**src/rtl/alu_share_arbiter_if.sv**
```systemverilog
// Bundle of requester, shared-ALU and response signals for alu_share_arbiter.
// The slave modport is the arbiter's view and the master modport is the surrounding system's view.
interface alu_share_arbiter_if #(
  parameter int WIDTH  = 32,
  parameter int CTRL_W = 3
);
  logic              req0_valid;
  logic              req0_ready;
  logic [CTRL_W-1:0] req0_ctrl;
  logic [WIDTH-1:0]  req0_a;
  logic [WIDTH-1:0]  req0_b;

  logic              req1_valid;
  logic              req1_ready;
  logic [CTRL_W-1:0] req1_ctrl;
  logic [WIDTH-1:0]  req1_a;
  logic [WIDTH-1:0]  req1_b;

  logic [CTRL_W-1:0] alu_ctrl;
  logic [WIDTH-1:0]  alu_a;
  logic [WIDTH-1:0]  alu_b;
  logic [WIDTH-1:0]  alu_result;
  logic              alu_zero;

  logic              rsp_valid;
  logic              rsp_id;
  logic [WIDTH-1:0]  rsp_result;
  logic              rsp_zero;
  logic              rsp_ready;

  logic              busy;

  modport slave (
    input  req0_valid, req0_ctrl, req0_a, req0_b,
    input  req1_valid, req1_ctrl, req1_a, req1_b,
    input  alu_result, alu_zero, rsp_ready,
    output req0_ready, req1_ready,
    output alu_ctrl, alu_a, alu_b,
    output rsp_valid, rsp_id, rsp_result, rsp_zero, busy
  );

  modport master (
    output req0_valid, req0_ctrl, req0_a, req0_b,
    output req1_valid, req1_ctrl, req1_a, req1_b,
    output alu_result, alu_zero, rsp_ready,
    input  req0_ready, req1_ready,
    input  alu_ctrl, alu_a, alu_b,
    input  rsp_valid, rsp_id, rsp_result, rsp_zero, busy
  );
endinterface

```
**src/rtl/alu_share_arbiter.sv**
```systemverilog
// Shares one combinational ALU between two requesters: IDLE -> EXEC -> RESP, one op in flight.
// Define ALU_ARB_FIXED_PRIO_EN to replace round-robin arbitration with fixed priority to requester 0.
module alu_share_arbiter #(
  parameter int WIDTH  = 32,
  parameter int CTRL_W = 3
) (
  input  logic                clk,
  input  logic                rst,
  alu_share_arbiter_if.slave  bus,
  output logic [1:0]          dbg_state
);

  localparam logic [1:0] S_IDLE = 2'b00;
  localparam logic [1:0] S_EXEC = 2'b01;
  localparam logic [1:0] S_RESP = 2'b10;

  logic [1:0]        state;
  logic              last_grant;
  logic              grant_id;
  logic              pick;
  logic              fire0;
  logic              fire1;

  logic [CTRL_W-1:0] op_ctrl;
  logic [WIDTH-1:0]  op_a;
  logic [WIDTH-1:0]  op_b;

  logic              rsp_valid_q;
  logic              rsp_id_q;
  logic [WIDTH-1:0]  rsp_result_q;
  logic              rsp_zero_q;

  // Handshakes: a transfer happens on a rising edge where valid && ready. reqX_ready only rises
  // in IDLE for the arbitration winner; rsp_valid holds with stable payload until rsp_ready.
  always_comb begin
    pick = 1'b0;
`ifdef ALU_ARB_FIXED_PRIO_EN
    pick = !bus.req0_valid;
`else
    if (bus.req0_valid && bus.req1_valid) pick = ~last_grant;
    else                                  pick = !bus.req0_valid;
`endif
  end

  assign bus.req0_ready = (state == S_IDLE) && bus.req0_valid && !pick;
  assign bus.req1_ready = (state == S_IDLE) && bus.req1_valid && pick;
  assign fire0 = bus.req0_valid && bus.req0_ready;
  assign fire1 = bus.req1_valid && bus.req1_ready;

  // ALU inputs come straight from the operand registers, so they hold their last values.
  assign bus.alu_ctrl   = op_ctrl;
  assign bus.alu_a      = op_a;
  assign bus.alu_b      = op_b;
  assign bus.rsp_valid  = rsp_valid_q;
  assign bus.rsp_id     = rsp_id_q;
  assign bus.rsp_result = rsp_result_q;
  assign bus.rsp_zero   = rsp_zero_q;
  assign bus.busy       = (state != S_IDLE);
  assign dbg_state      = state;

  always_ff @(posedge clk) begin
    if (rst) begin
      state        <= S_IDLE;
      last_grant   <= 1'b1;
      grant_id     <= 1'b0;
      op_ctrl      <= '0;
      op_a         <= '0;
      op_b         <= '0;
      rsp_valid_q  <= 1'b0;
      rsp_id_q     <= 1'b0;
      rsp_result_q <= '0;
      rsp_zero_q   <= 1'b0;
    end else begin
      case (state)
        S_IDLE: begin
          if (fire0 || fire1) begin
            op_ctrl    <= fire1 ? bus.req1_ctrl : bus.req0_ctrl;
            op_a       <= fire1 ? bus.req1_a    : bus.req0_a;
            op_b       <= fire1 ? bus.req1_b    : bus.req0_b;
            grant_id   <= fire1;
            last_grant <= fire1;
            state      <= S_EXEC;
          end
        end
        S_EXEC: begin
          rsp_result_q <= bus.alu_result;
          rsp_zero_q   <= bus.alu_zero;
          rsp_id_q     <= grant_id;
          rsp_valid_q  <= 1'b1;
          state        <= S_RESP;
        end
        S_RESP: begin
          if (bus.rsp_ready) begin
            rsp_valid_q <= 1'b0;
            state       <= S_IDLE;
          end
        end
        default: state <= S_IDLE;
      endcase
    end
  end

endmodule

```
**src/flat_wrapper.sv**
```systemverilog
// flat-port wrapper written by rule: the top's interface ports become plain ports
module alu_share_arbiter_flat 
#(
  parameter int WIDTH  = 32,
  parameter int CTRL_W = 3
)
  (clk, rst, dbg_state, bus_req0_valid, bus_req0_ctrl, bus_req0_a, bus_req0_b, bus_req1_valid, bus_req1_ctrl, bus_req1_a, bus_req1_b, bus_alu_result, bus_alu_zero, bus_rsp_ready, bus_req0_ready, bus_req1_ready, bus_alu_ctrl, bus_alu_a, bus_alu_b, bus_rsp_valid, bus_rsp_id, bus_rsp_result, bus_rsp_zero, bus_busy);
  alu_share_arbiter_if #(.WIDTH(WIDTH), .CTRL_W(CTRL_W)) bus_i ();
  input  logic clk;
  input  logic rst;
  output logic [1:0] dbg_state;
  input wire logic [$bits(bus_i.req0_valid)-1:0] bus_req0_valid;
  input wire logic [$bits(bus_i.req0_ctrl)-1:0] bus_req0_ctrl;
  input wire logic [$bits(bus_i.req0_a)-1:0] bus_req0_a;
  input wire logic [$bits(bus_i.req0_b)-1:0] bus_req0_b;
  input wire logic [$bits(bus_i.req1_valid)-1:0] bus_req1_valid;
  input wire logic [$bits(bus_i.req1_ctrl)-1:0] bus_req1_ctrl;
  input wire logic [$bits(bus_i.req1_a)-1:0] bus_req1_a;
  input wire logic [$bits(bus_i.req1_b)-1:0] bus_req1_b;
  input wire logic [$bits(bus_i.alu_result)-1:0] bus_alu_result;
  input wire logic [$bits(bus_i.alu_zero)-1:0] bus_alu_zero;
  input wire logic [$bits(bus_i.rsp_ready)-1:0] bus_rsp_ready;
  output wire logic [$bits(bus_i.req0_ready)-1:0] bus_req0_ready;
  output wire logic [$bits(bus_i.req1_ready)-1:0] bus_req1_ready;
  output wire logic [$bits(bus_i.alu_ctrl)-1:0] bus_alu_ctrl;
  output wire logic [$bits(bus_i.alu_a)-1:0] bus_alu_a;
  output wire logic [$bits(bus_i.alu_b)-1:0] bus_alu_b;
  output wire logic [$bits(bus_i.rsp_valid)-1:0] bus_rsp_valid;
  output wire logic [$bits(bus_i.rsp_id)-1:0] bus_rsp_id;
  output wire logic [$bits(bus_i.rsp_result)-1:0] bus_rsp_result;
  output wire logic [$bits(bus_i.rsp_zero)-1:0] bus_rsp_zero;
  output wire logic [$bits(bus_i.busy)-1:0] bus_busy;
  assign bus_i.req0_valid = bus_req0_valid;
  assign bus_i.req0_ctrl = bus_req0_ctrl;
  assign bus_i.req0_a = bus_req0_a;
  assign bus_i.req0_b = bus_req0_b;
  assign bus_i.req1_valid = bus_req1_valid;
  assign bus_i.req1_ctrl = bus_req1_ctrl;
  assign bus_i.req1_a = bus_req1_a;
  assign bus_i.req1_b = bus_req1_b;
  assign bus_i.alu_result = bus_alu_result;
  assign bus_i.alu_zero = bus_alu_zero;
  assign bus_i.rsp_ready = bus_rsp_ready;
  assign bus_req0_ready = bus_i.req0_ready;
  assign bus_req1_ready = bus_i.req1_ready;
  assign bus_alu_ctrl = bus_i.alu_ctrl;
  assign bus_alu_a = bus_i.alu_a;
  assign bus_alu_b = bus_i.alu_b;
  assign bus_rsp_valid = bus_i.rsp_valid;
  assign bus_rsp_id = bus_i.rsp_id;
  assign bus_rsp_result = bus_i.rsp_result;
  assign bus_rsp_zero = bus_i.rsp_zero;
  assign bus_busy = bus_i.busy;
  alu_share_arbiter #(.WIDTH(WIDTH), .CTRL_W(CTRL_W)) u_core (.clk(clk), .rst(rst), .bus(bus_i), .dbg_state(dbg_state));
endmodule
```
**config.mk**
```make
export PLATFORM = sky130hd
export DESIGN_NAME = alu_share_arbiter_flat
export DESIGN_NICKNAME = d
export VERILOG_FILES = /design/src/rtl/alu_share_arbiter_if.sv /design/src/rtl/alu_share_arbiter.sv /design/src/flat_wrapper.sv
export SDC_FILE = /design/constraint.sdc
export NUM_CORES = 1
export LEC_CHECK = 0
export CAP_MARGIN = 20
export CORE_UTILIZATION = 30
export DETAILED_ROUTE_END_ITERATION = 8
export PLACE_DENSITY = 0.65
export RECOVER_POWER = 100
export SLEW_MARGIN = 5
export SYNTH_ARGS = -nofsm -noshare
export SYNTH_HDL_FRONTEND = slang
export SYNTH_SLANG_ARGS = --single-unit
```
**constraint.sdc**
```tcl
create_clock -name clk -period 1.4 [get_ports clk]
set_clock_uncertainty 0.15 [all_clocks]
set_input_delay 0.28 -clock clk [delete_from_list [all_inputs] [get_ports clk]]
set_output_delay 0.28 -clock clk [all_outputs]
set_load 0.005 [all_outputs]
```
==> metrics, run 1 <==
status complete, but fails checks; failing checks negative setup slack; Inst Count DP 1,028; port buffer count 278; Worst Hold Class in -> reg; DR WL/cell 20.0 µm; Worst setup SP type flip-flop; #FFs+latches synth 106; Switching Fraction 31.8%; placed wire-length estimate 12.8 mm; Total Neg Setup Slack -16.33 ns; via-per-instance ratio 5.61; H-tree Lvls 3; hold bufs inserted after CTS 0; global route overflow 0; synthesis-to-layout area growth 102%; area leader, netlist dfxtp_1; Max Slew Vio Count 0; crit end category primary output; worst path cell trace nor2_4 > buf_6 > o211a_1 > buf_2; synth unique cells 28; Syn Inst Count 579; Tmin final 1.67 ns; crit-path leading delay family flip-flops; # diodes 0; Worst Path Buf+Inv 2; maxcap violations 0; worst-margin pin slew 0.416 ns; top cell type's share of synthesized area 44.1%; endpoints failing setup 107; Cell Area, Synth 0.00481 mm²; vias in the first global route 5,940; Yosys Warn Count 0; worst skew pair latency 0.34 ns; WL final 21.6 mm; num rows 45; Detailed Route Iter0 Violations 307; post-route worst setup slack -0.268 ns; final hold viol count 0; vias 6,068; P_int 6820 µW; total track usage 24.1%; die area 0.0165 mm²; starting density of the core 31.2%; Static Leak 0.00382 µW; CTS tree yes; Final #Nets 1,038; DRC violation count after routing 0; Final Instance Area 0.00971 mm²; Clk pwr share 27.1%; Final Cycle Share 119%; CTS Sinks 106; slowest CP cell dfxtp_4; RSZ-0062 raised after global routing true; maximum fanout along the worst path 3; synthesized area per cell 8.31 µm²; syn nets 751; Die Width 129 µm; first-pass GRT wire length 31.3 mm; CP Class reg -> out; P_sw 3190 µW; initial antenna violation count 0; Flop pwr share 35.7%; Filler Cells Inserted 1,261; Storage cell area 0.00219 mm²; main area contributors after synthesis dfxtp_1 (44%), a311oi_1 (12%), a21oi_1 (11%); Slew Limit Headroom 72.3%; peak supply drop 0.652 mV; final core occ 62.9%; drt pass-1 iters 4; CTS max path bufs 2; total core area 0.0154 mm²; CTS root buffer clkbuf_16; Inserted Clock Buffers 9; sequential area share after synthesis 44.1%; critical path's largest stage delay 0.36 ns; GPL Wtd Cong 0.804; share of layout cells above drive strength 1 36.2%; die height 129 µm; crit path DAT 1.24 ns; placed instance area 0.00801 mm²; Logic pwr share 37.2%; Post-Layout Cell Count 1,082; Power Density 1030 mW/mm²; Multi-input gate area 0.00301 mm²; FMAX 599 MHz; Final ANT Viol Nets 0; num ports 279; Hold WS 0.213 ns; Crit path required time 0.97 ns; largest net degree at the start of global routing 59; Worst-path clk slew 0.08 ns
worst register-to-register path, delay by kind of cell (launching register included):
kind                   cells  cell delay (ns)
AO/OA/AOI/OAI              3             0.61
flip-flops                 1             0.34
buffers and inverters      3             0.43
synth_stat cells, drive strengths merged:
master	number
a21oi	105
or2	1
a311oi	67
nor3	1
a211o	2
nor2b	2
nand2b	1
nand4	67
or3b	1
o211a	1
buf	53
o21ai	68
nand3	1
dfxtp	106
nor2	2
inv	4
clkbuf	26
nand2	71
placed cells by master (no fill, tap or decap), types with 2 or more instances in the layout:
master / count
dfxtp_2: 50
a311oi_1: 59
clkbuf_16: 16
dlygate4sd2_1: 71
inv_6: 3
a311oi_2: 8
buf_16: 11
dfxtp_1: 55
buf_8: 4
buf_6: 15
nand4_1: 67
nand2_4: 28
nand2_1: 39
a21oi_2: 52
clkdlybuf4s50_1: 168
buf_2: 2
clkdlybuf4s15_1: 27
a21oi_1: 52
inv_1: 2
nand2_2: 4
o21ai_4: 6
inv_8: 3
buf_4: 24
o21ai_1: 6
o21ai_2: 56
buf_12: 21
clkbuf_1: 4
flip-flops by register name (all words and copies together) (netlist names), 2 cells and up:
signal,cells
u_core.bus.rsp_result,32
u_core.bus.alu_b,32
u_core.dbg_state,2
u_core.bus.alu_ctrl,3
u_core.bus.alu_a,32
what timing repair did:
action / 4_1_cts / 5_1_grt
gates cloned: 10 / 10
endpoints found under the setup margin: 175 / 146
setup buffers: 10 / 11
resized for setup: 314 / 161
pin swaps: 23 / 109
power by group through the flow:
stage	sequential, µW	combinational (µW)	clock [µW]
floorplan	3620	1190	0
global placement	3600	2760	0
detailed placement	3610	2810	0
CTS	3560	3240	2750
global route	3620	3920	2880
finish	3570	3720	2720
path summary, 6_finish.rpt:
| check | startpoint | endpoint | slack [ns] | cells past startpoint |
|---|---|---|---|---|
| max | u_core.dbg_state[0] | bus_req0_ready | -0.27 | 4 |
| max reg2reg | u_core.dbg_state[1] | u_core.bus.alu_b[15] | -0.26 | 6 |
| min reg2reg | u_core.bus.rsp_result[21] | u_core.bus.rsp_result[21] | 0.31 | 2 |
| min | bus_req1_valid | u_core.grant_id | 0.21 | 4 |
final cells by class:
cell class / count / area share [%]
flip-flops and latches: 106 / 22.5
inverters: 4 / 0.206
repair buffers: 355 / 40.3
well taps: 211 / 2.72
multi-input cells: 390 / 31.0
clock buffers: 9 / 2.32
clock inverters: 7 / 0.915
kinds of logic (layout without fill, tap and decap cells):
| logic type | count (synthesis) | count (layout) | synth area share (%) |
|---|---|---|---|
| AO/OA/AOI/OAI | 243 | 243 | 30.9 |
| flip-flops | 106 | 106 | 44.1 |
| AND/OR/NAND/NOR | 147 | 147 | 15.5 |
| buffers and inverters | 83 | 375 | 9.52 |
layer usage:
layer / track usage, % / wire length, µm / vias up
met5: 0 / 0 / -
li1: - / - / 2786
met4: 12.5 / 826 / 0
met2: 40.9 / 10400 / 305
met1: 28.1 / 8570 / 2919
met3: 6.24 / 1750 / 58
through the flow:
step           total power, µW  setup WS [ns]
2_1_floorplan             4810        -0.0261
4_1_cts                   9560         -0.262
3_5_place_dp              6420         -0.704
5_1_grt                  10400         -0.314
3_3_place_gp              6360         -0.679
6_report                 10000         -0.268
(Power assumes the default switching activity.)
==> run 2: changes to the inputs <==
--- a/config.mk
+++ b/config.mk
@@ -5,7 +5,7 @@
 export SDC_FILE = /design/constraint.sdc
 export NUM_CORES = 1
 export LEC_CHECK = 0
-export CAP_MARGIN = 20
+export CAP_MARGIN = 5
 export CORE_UTILIZATION = 30
 export DETAILED_ROUTE_END_ITERATION = 8
 export PLACE_DENSITY = 0.65
==> results of run 2 <==
The final DEF is identical to that of run 1; final timing and power are the same.
